==> config.mk <==
export PLATFORM = sky130hd
export DESIGN_NAME = osd_label_multi
export DESIGN_NICKNAME = d
export VERILOG_FILES = /design/src/rtl/osd_label_multi.sv
export SDC_FILE = /design/constraint.sdc
export NUM_CORES = 1
export LEC_CHECK = 0
export ABC_AREA = 0
export CORE_ASPECT_RATIO = 0.6
export CORE_MARGIN = 5
export CORE_UTILIZATION = 58
export DETAILED_ROUTE_END_ITERATION = 8
export GPL_TIMING_DRIVEN = 0
export PLACE_DENSITY = 0.82
export SYNTH_ARGS = -nofsm -noshare
export SYNTH_HDL_FRONTEND = slang
export SYNTH_SLANG_ARGS = --single-unit
==> constraint.sdc <==
create_clock -name pixelclk -period 6.4 [get_ports pixelclk]
set_clock_uncertainty 0.2 [all_clocks]
set_input_delay 1.28 -clock pixelclk [delete_from_list [all_inputs] [get_ports pixelclk]]
set_output_delay 1.28 -clock pixelclk [all_outputs]
set_load 0.03 [all_outputs]
==> src/rtl/osd_label_multi.sv <==
// Multi-channel OSD label address generator: up to NUM_CH labels above their boxes, 3-cycle pipeline.
// Optional build macro OSD_FRAME_LATCH_EN latches box_x/box_y/ch_en on each frame start.
module osd_label_multi #(
    parameter int unsigned NUM_CH     = 4,
    parameter int unsigned OSD_WIDTH  = 144,
    parameter int unsigned OSD_HEIGHT = 28,
    parameter int unsigned CNT_W      = 12,
    parameter int unsigned ADDR_W     = 16
) (
    input  logic                    pixelclk,
    input  logic                    reset,
    input  logic                    i_vsync,
    input  logic [CNT_W-1:0]        hcount,
    input  logic [CNT_W-1:0]        vcount,
    input  logic [NUM_CH*CNT_W-1:0] box_x,
    input  logic [NUM_CH*CNT_W-1:0] box_y,
    input  logic [NUM_CH-1:0]       ch_en,
    output logic                    region_active,
    output logic [2:0]              ch_id,
    output logic [CNT_W-1:0]        osd_x,
    output logic [CNT_W-1:0]        osd_y,
    output logic [ADDR_W-1:0]       osd_ram_addr
);

    localparam int unsigned EXT_W      = CNT_W + 1;
    localparam int unsigned LABEL_SIZE = OSD_WIDTH * OSD_HEIGHT;

    logic vsync_d0;
    logic vsync_d1;
    logic frame_start;

    // Two-flop vsync history; frame start is the falling edge
    always_ff @(posedge pixelclk) begin
        if (reset) begin
            vsync_d0 <= 1'b0;
            vsync_d1 <= 1'b0;
        end else begin
            vsync_d0 <= i_vsync;
            vsync_d1 <= vsync_d0;
        end
    end

    assign frame_start = vsync_d1 & ~vsync_d0;

    logic [NUM_CH*CNT_W-1:0] cur_x;
    logic [NUM_CH*CNT_W-1:0] cur_y;
    logic [NUM_CH-1:0]       cur_en;

`ifdef OSD_FRAME_LATCH_EN
    // Shadow copies so a label cannot move mid-frame
    always_ff @(posedge pixelclk) begin
        if (reset) begin
            cur_x  <= '0;
            cur_y  <= '0;
            cur_en <= '0;
        end else if (frame_start) begin
            cur_x  <= box_x;
            cur_y  <= box_y;
            cur_en <= ch_en;
        end
    end
`else
    logic unused_frame_start;

    assign cur_x              = box_x;
    assign cur_y              = box_y;
    assign cur_en             = ch_en;
    assign unused_frame_start = frame_start;
`endif

    logic [NUM_CH-1:0][CNT_W-1:0] bx_c;
    logic [NUM_CH-1:0][CNT_W-1:0] top_c;
    logic [NUM_CH-1:0][EXT_W-1:0] right_c;
    logic [NUM_CH-1:0][EXT_W-1:0] bottom_c;
    logic [NUM_CH-1:0]            hit_c;
    logic [NUM_CH-1:0][CNT_W-1:0] off_x_c;
    logic [NUM_CH-1:0][CNT_W-1:0] off_y_c;

    // Per-channel rectangle test; edges widened so nothing past the counter range wraps
    always_comb begin
        bx_c     = '0;
        top_c    = '0;
        right_c  = '0;
        bottom_c = '0;
        hit_c    = '0;
        off_x_c  = '0;
        off_y_c  = '0;
        for (int k = 0; k < int'(NUM_CH); k++) begin
            bx_c[k]     = cur_x[k*CNT_W +: CNT_W];
            top_c[k]    = (cur_y[k*CNT_W +: CNT_W] >= CNT_W'(OSD_HEIGHT))
                        ? cur_y[k*CNT_W +: CNT_W] - CNT_W'(OSD_HEIGHT) : '0;
            right_c[k]  = EXT_W'(bx_c[k]) + EXT_W'(OSD_WIDTH - 1);
            bottom_c[k] = EXT_W'(top_c[k]) + EXT_W'(OSD_HEIGHT - 1);
            hit_c[k]    = cur_en[k]
                        && (hcount >= bx_c[k]) && (EXT_W'(hcount) <= right_c[k])
                        && (vcount >= top_c[k]) && (EXT_W'(vcount) <= bottom_c[k]);
            off_x_c[k]  = hcount - bx_c[k];
            off_y_c[k]  = vcount - top_c[k];
        end
    end

    logic [NUM_CH-1:0]            s1_hit;
    logic [NUM_CH-1:0][CNT_W-1:0] s1_off_x;
    logic [NUM_CH-1:0][CNT_W-1:0] s1_off_y;

    always_ff @(posedge pixelclk) begin
        if (reset) begin
            s1_hit   <= '0;
            s1_off_x <= '0;
            s1_off_y <= '0;
        end else begin
            s1_hit   <= hit_c;
            s1_off_x <= off_x_c;
            s1_off_y <= off_y_c;
        end
    end

    logic             win_hit_c;
    logic [2:0]       win_id_c;
    logic [CNT_W-1:0] win_x_c;
    logic [CNT_W-1:0] win_y_c;

    // Fixed priority: scanning downward lets the lowest hitting index overwrite last
    always_comb begin
        win_hit_c = 1'b0;
        win_id_c  = '0;
        win_x_c   = '0;
        win_y_c   = '0;
        for (int k = int'(NUM_CH) - 1; k >= 0; k--) begin
            if (s1_hit[k]) begin
                win_hit_c = 1'b1;
                win_id_c  = 3'(k);
                win_x_c   = s1_off_x[k];
                win_y_c   = s1_off_y[k];
            end
        end
    end

    logic             s2_hit;
    logic [2:0]       s2_id;
    logic [CNT_W-1:0] s2_x;
    logic [CNT_W-1:0] s2_y;

    always_ff @(posedge pixelclk) begin
        if (reset) begin
            s2_hit <= 1'b0;
            s2_id  <= '0;
            s2_x   <= '0;
            s2_y   <= '0;
        end else begin
            s2_hit <= win_hit_c;
            s2_id  <= win_id_c;
            s2_x   <= win_x_c;
            s2_y   <= win_y_c;
        end
    end

    logic [ADDR_W-1:0] addr_c;

    // Banked address; all terms are zero when nothing hits
    assign addr_c = ADDR_W'(s2_id) * ADDR_W'(LABEL_SIZE)
                  + ADDR_W'(s2_y) * ADDR_W'(OSD_WIDTH)
                  + ADDR_W'(s2_x);

    always_ff @(posedge pixelclk) begin
        if (reset) begin
            region_active <= 1'b0;
            ch_id         <= '0;
            osd_x         <= '0;
            osd_y         <= '0;
            osd_ram_addr  <= '0;
        end else begin
            region_active <= s2_hit;
            ch_id         <= s2_id;
            osd_x         <= s2_x;
            osd_y         <= s2_y;
            osd_ram_addr  <= addr_c;
        end
    end

endmodule

==> out/qor.txt <==
Status: finished clean
Wire length per cell: 18.26 um
Crit-path max FO: 9
First-pass GRT wire length: 68700 um
Initial antenna violation count: 0
Chip Width: 215.3 um
TNS Setup: 0 ps
Num CTS Buffers: 17
Die area: 28670 sq um
Async SR Flop Fraction: 0%
Final hold violations: 0
CP Class: in -> reg
Max-cap violations: 0
Power density over cell area: 200.5 nW/um^2
Vias per cell: 5.965
Placed wire-length estimate: 35160 um
Area Growth Syn to Fin: 18.35%
Switching share of power: 32.93%
Slew HR: 30.37%
Post-route ant nets: 0
DRC: 0
Initial DRC count: 1222
Syn_area_per_cell: 7.945 sq um
Met2 wire len: 18170 um
Slowest CP cell: a2111oi_2
Crit-path cells: clkdlybuf4s50_1, ha_1, a2111oi_2, nand2_1, nand2_1, ha_1, o21bai_1, o21ai_0, or3_1, nor3_1, xor2_1, ha_1, nand2_1, or2_2, a221o_1, a21o_1, a21oi_1, and4b_1
Clk Tree Root Cell: clkbuf_16
Post-Syn Area: 14670 sq um
Syn_nets: 2225
RSZ-0062 raised after global routing: no
Post-Place Worst Slack: 206.3 ps
Core Region: 25110 sq um
VDD IR-drop max: 0.1967 mV
Vias in the first global route: 13490
Final Max Slew Viols: 0
Ant diodes: 0
Layout cells sized above 1: 3.237%
Most frequent cells in the layout: 265 x nor2_1, 236 x ha_1, 166 x dfxtp_1
Setup Fix Bufs, Post-CTS: 0
# hold bufs at CTS: 0
Period utilization: 91.79%
Ys flop type: dfxtp_1
Yosys reg bits: 166
Hold Crit Class: reg -> reg
Crit-path max cell delay: 610 ps
Clk_lat worst skew: 420 ps
Worst path required time: 6500 ps
Seq pwr share: 33.4%
Minimum clock period: 5874 ps
Met3 WL post-DR: 4066 um
Fmax: 170.2 MHz
Routed vias: 14120
Worst-margin pin slew: 1044 ps
Post-synth EDFFs: 0
Final setup viols: 0
Psw: 1.146 mW
LEAKAGE: 7.642 nW
Clock Path Buffers: 2
Gpl congestion: 0.9308
Pin count of the biggest net entering global routing: 17
Die Y: 133.2 um
Dpl cell area: 16690 sq um
GRT overflow: 0
Clock slew at reported path FFs: 70 ps
Clock sinks: 166
Port-buffer cells: 161
# IOs: 171
Nets: 2405
Sequential-to-total area share from yosys stat: 22.66%
Detailed Route WL: 43240 um
H-tree Lvls: 4
Final instance area: 17360 sq um
Mapped Cells: 1846
Initial core utilization: 58.41%
Clock share of power: 33.2%
First-pass DRT Iterations: 6
Int Pwr: 2.335 mW
Global Route Usage Sum: 29.23%
Cell Rows: 45
Most common cell after layout, fill and taps aside: nor2_1
Setup ws final: 525.5 ps
Post-CTS Resized: 0
Element type at the critical path end: register
Critical Path AT: 5980 ps
Wl on met1: 20160 um
Top sig layer: met4
TritonCTS clock tree: done
Worst hold margin: 239.0 ps
Yosys cell types: 73
Startpoint Class: input pin
Final core occ: 69.12%
Logic pwr share: 33.4%
Syn. warnings: 0
-- power by group through the flow --
stage / clock network (mW) / registers, mW / logic (mW)
3_5_place_dp: 0 / 1.18 / 1.13
6_report: 1.16 / 1.16 / 1.16
5_1_grt: 1.20 / 1.17 / 1.29
4_1_cts: 1.15 / 1.16 / 1.14
2_1_floorplan: 0 / 1.18 / 0.780
3_3_place_gp: 0 / 1.18 / 1.10
-- layout make-up --
type | count | area [sq um]
Sequential cell | 166 | 3323
Clock buffer | 18 | 429.2
Tap cell | 329 | 411.6
Timing Repair Buffer | 161 | 1612
Multi-Input combinational cell | 1517 | 10660
Inverter | 112 | 420.4
Clock inverter | 14 | 239.0
Fill cell | 2067 | 7754
Buffer | 51 | 260.3
-- final timing paths --
kind	startpoint	end	slack [ps]	cells after the start
setup reg to reg	s2_y[4]$_SDFF_PP0_	osd_ram_addr[15]$_SDFF_PP0_	2530	14
hold / removal	s2_x[2]$_SDFF_PP0_	osd_x[2]$_SDFF_PP0_	240	1
hold reg to reg	s2_x[2]$_SDFF_PP0_	osd_x[2]$_SDFF_PP0_	240	1
setup / recovery	box_y[2]	s1_hit[0]$_SDFF_PP0_	530	18
-- worst max-delay path, delay by kind of cell --
| kind | cells | cell delay (ps) |
|---|---|---|
| AOI/OAI and AO/OA | 6 | 1660 |
| adders and majority gates | 3 | 820 |
| and+or+nand+nor | 7 | 1580 |
| buffers and inverters | 1 | 480 |
| xor gates and xnor gates | 1 | 160 |
-- logic make-up after synthesis --
group	count (synthesis)	synth area share [%]
compound gates	402	16.96
xor+xnor	174	10.39
fa+ha+maj	252	22.32
buf+inv	163	4.641
flops	166	22.66
mux	8	0.5460
other cells	1	0.02557
simple gates	680	22.46
-- cells in the mapped netlist, types with 4 or more instances --
cell | number | area, sq um
nor2_1 | 265 | 994.7
ha_1 | 236 | 2953
dfxtp_1 | 166 | 3323
a21oi_1 | 155 | 775.7
xnor2_1 | 123 | 1077
inv_1 | 112 | 420.4
nand2_1 | 102 | 382.9
o21ai_0 | 86 | 430.4
nor3_1 | 65 | 325.3
nor2b_1 | 60 | 375.4
xor2_1 | 51 | 446.7
nand3_1 | 39 | 195.2
clkbuf_1 | 36 | 135.1
nand2b_1 | 29 | 181.4
nand4_1 | 27 | 168.9
a21o_1 | 25 | 187.7
a22oi_1 | 23 | 172.7
nor4_1 | 20 | 125.1
fa_1 | 16 | 320.3
o211ai_1 | 14 | 105.1
o21a_1 | 14 | 105.1
a211oi_1 | 13 | 97.59
or2_2 | 12 | 75.07
or3_1 | 12 | 75.07
o21bai_1 | 11 | 82.58
a31oi_1 | 10 | 62.56
and3_1 | 10 | 62.56
mux2i_1 | 8 | 80.08
or4_1 | 7 | 52.55
buf_4 | 6 | 45.04
nor3b_1 | 6 | 45.04
and2_1 | 5 | 31.28
nand3b_1 | 5 | 37.54
nand4b_1 | 5 | 43.79
o2111ai_1 | 5 | 43.79
a221oi_1 | 4 | 35.03
o22ai_1 | 4 | 25.02
o31a_1 | 4 | 35.03
-- metal layers --
metal / global-route usage, % / vias to the layer above
met4: 6.927 / 0
met5: 0 / -
li1: - / 6864
met3: 7.086 / 85
met2: 44.23 / 565
met1: 42.22 / 6610
-- through the flow --
step                      total power, mW  cells
after floorplan                     1.957   1846
after global placement              2.283   2336
after detailed placement            2.315   2336
after CTS                           3.458   2368
after global routing                3.656   2368
final                               3.481   2368
-- flip-flops by register name, indices dropped and copies added (netlist names) --
| name | cells |
|---|---|
| s2_x | 12 |
| osd_ram_addr | 12 |
| s1_off_x | 48 |
| s2_hit | 1 |
| s1_hit | 4 |
| s2_y | 12 |
| s2_id | 2 |
| ch_id | 2 |
| osd_x | 12 |
| osd_y | 12 |
| s1_off_y | 48 |
| region_active | 1 |
No activity file was read; power rests on OpenSTA's default activity.
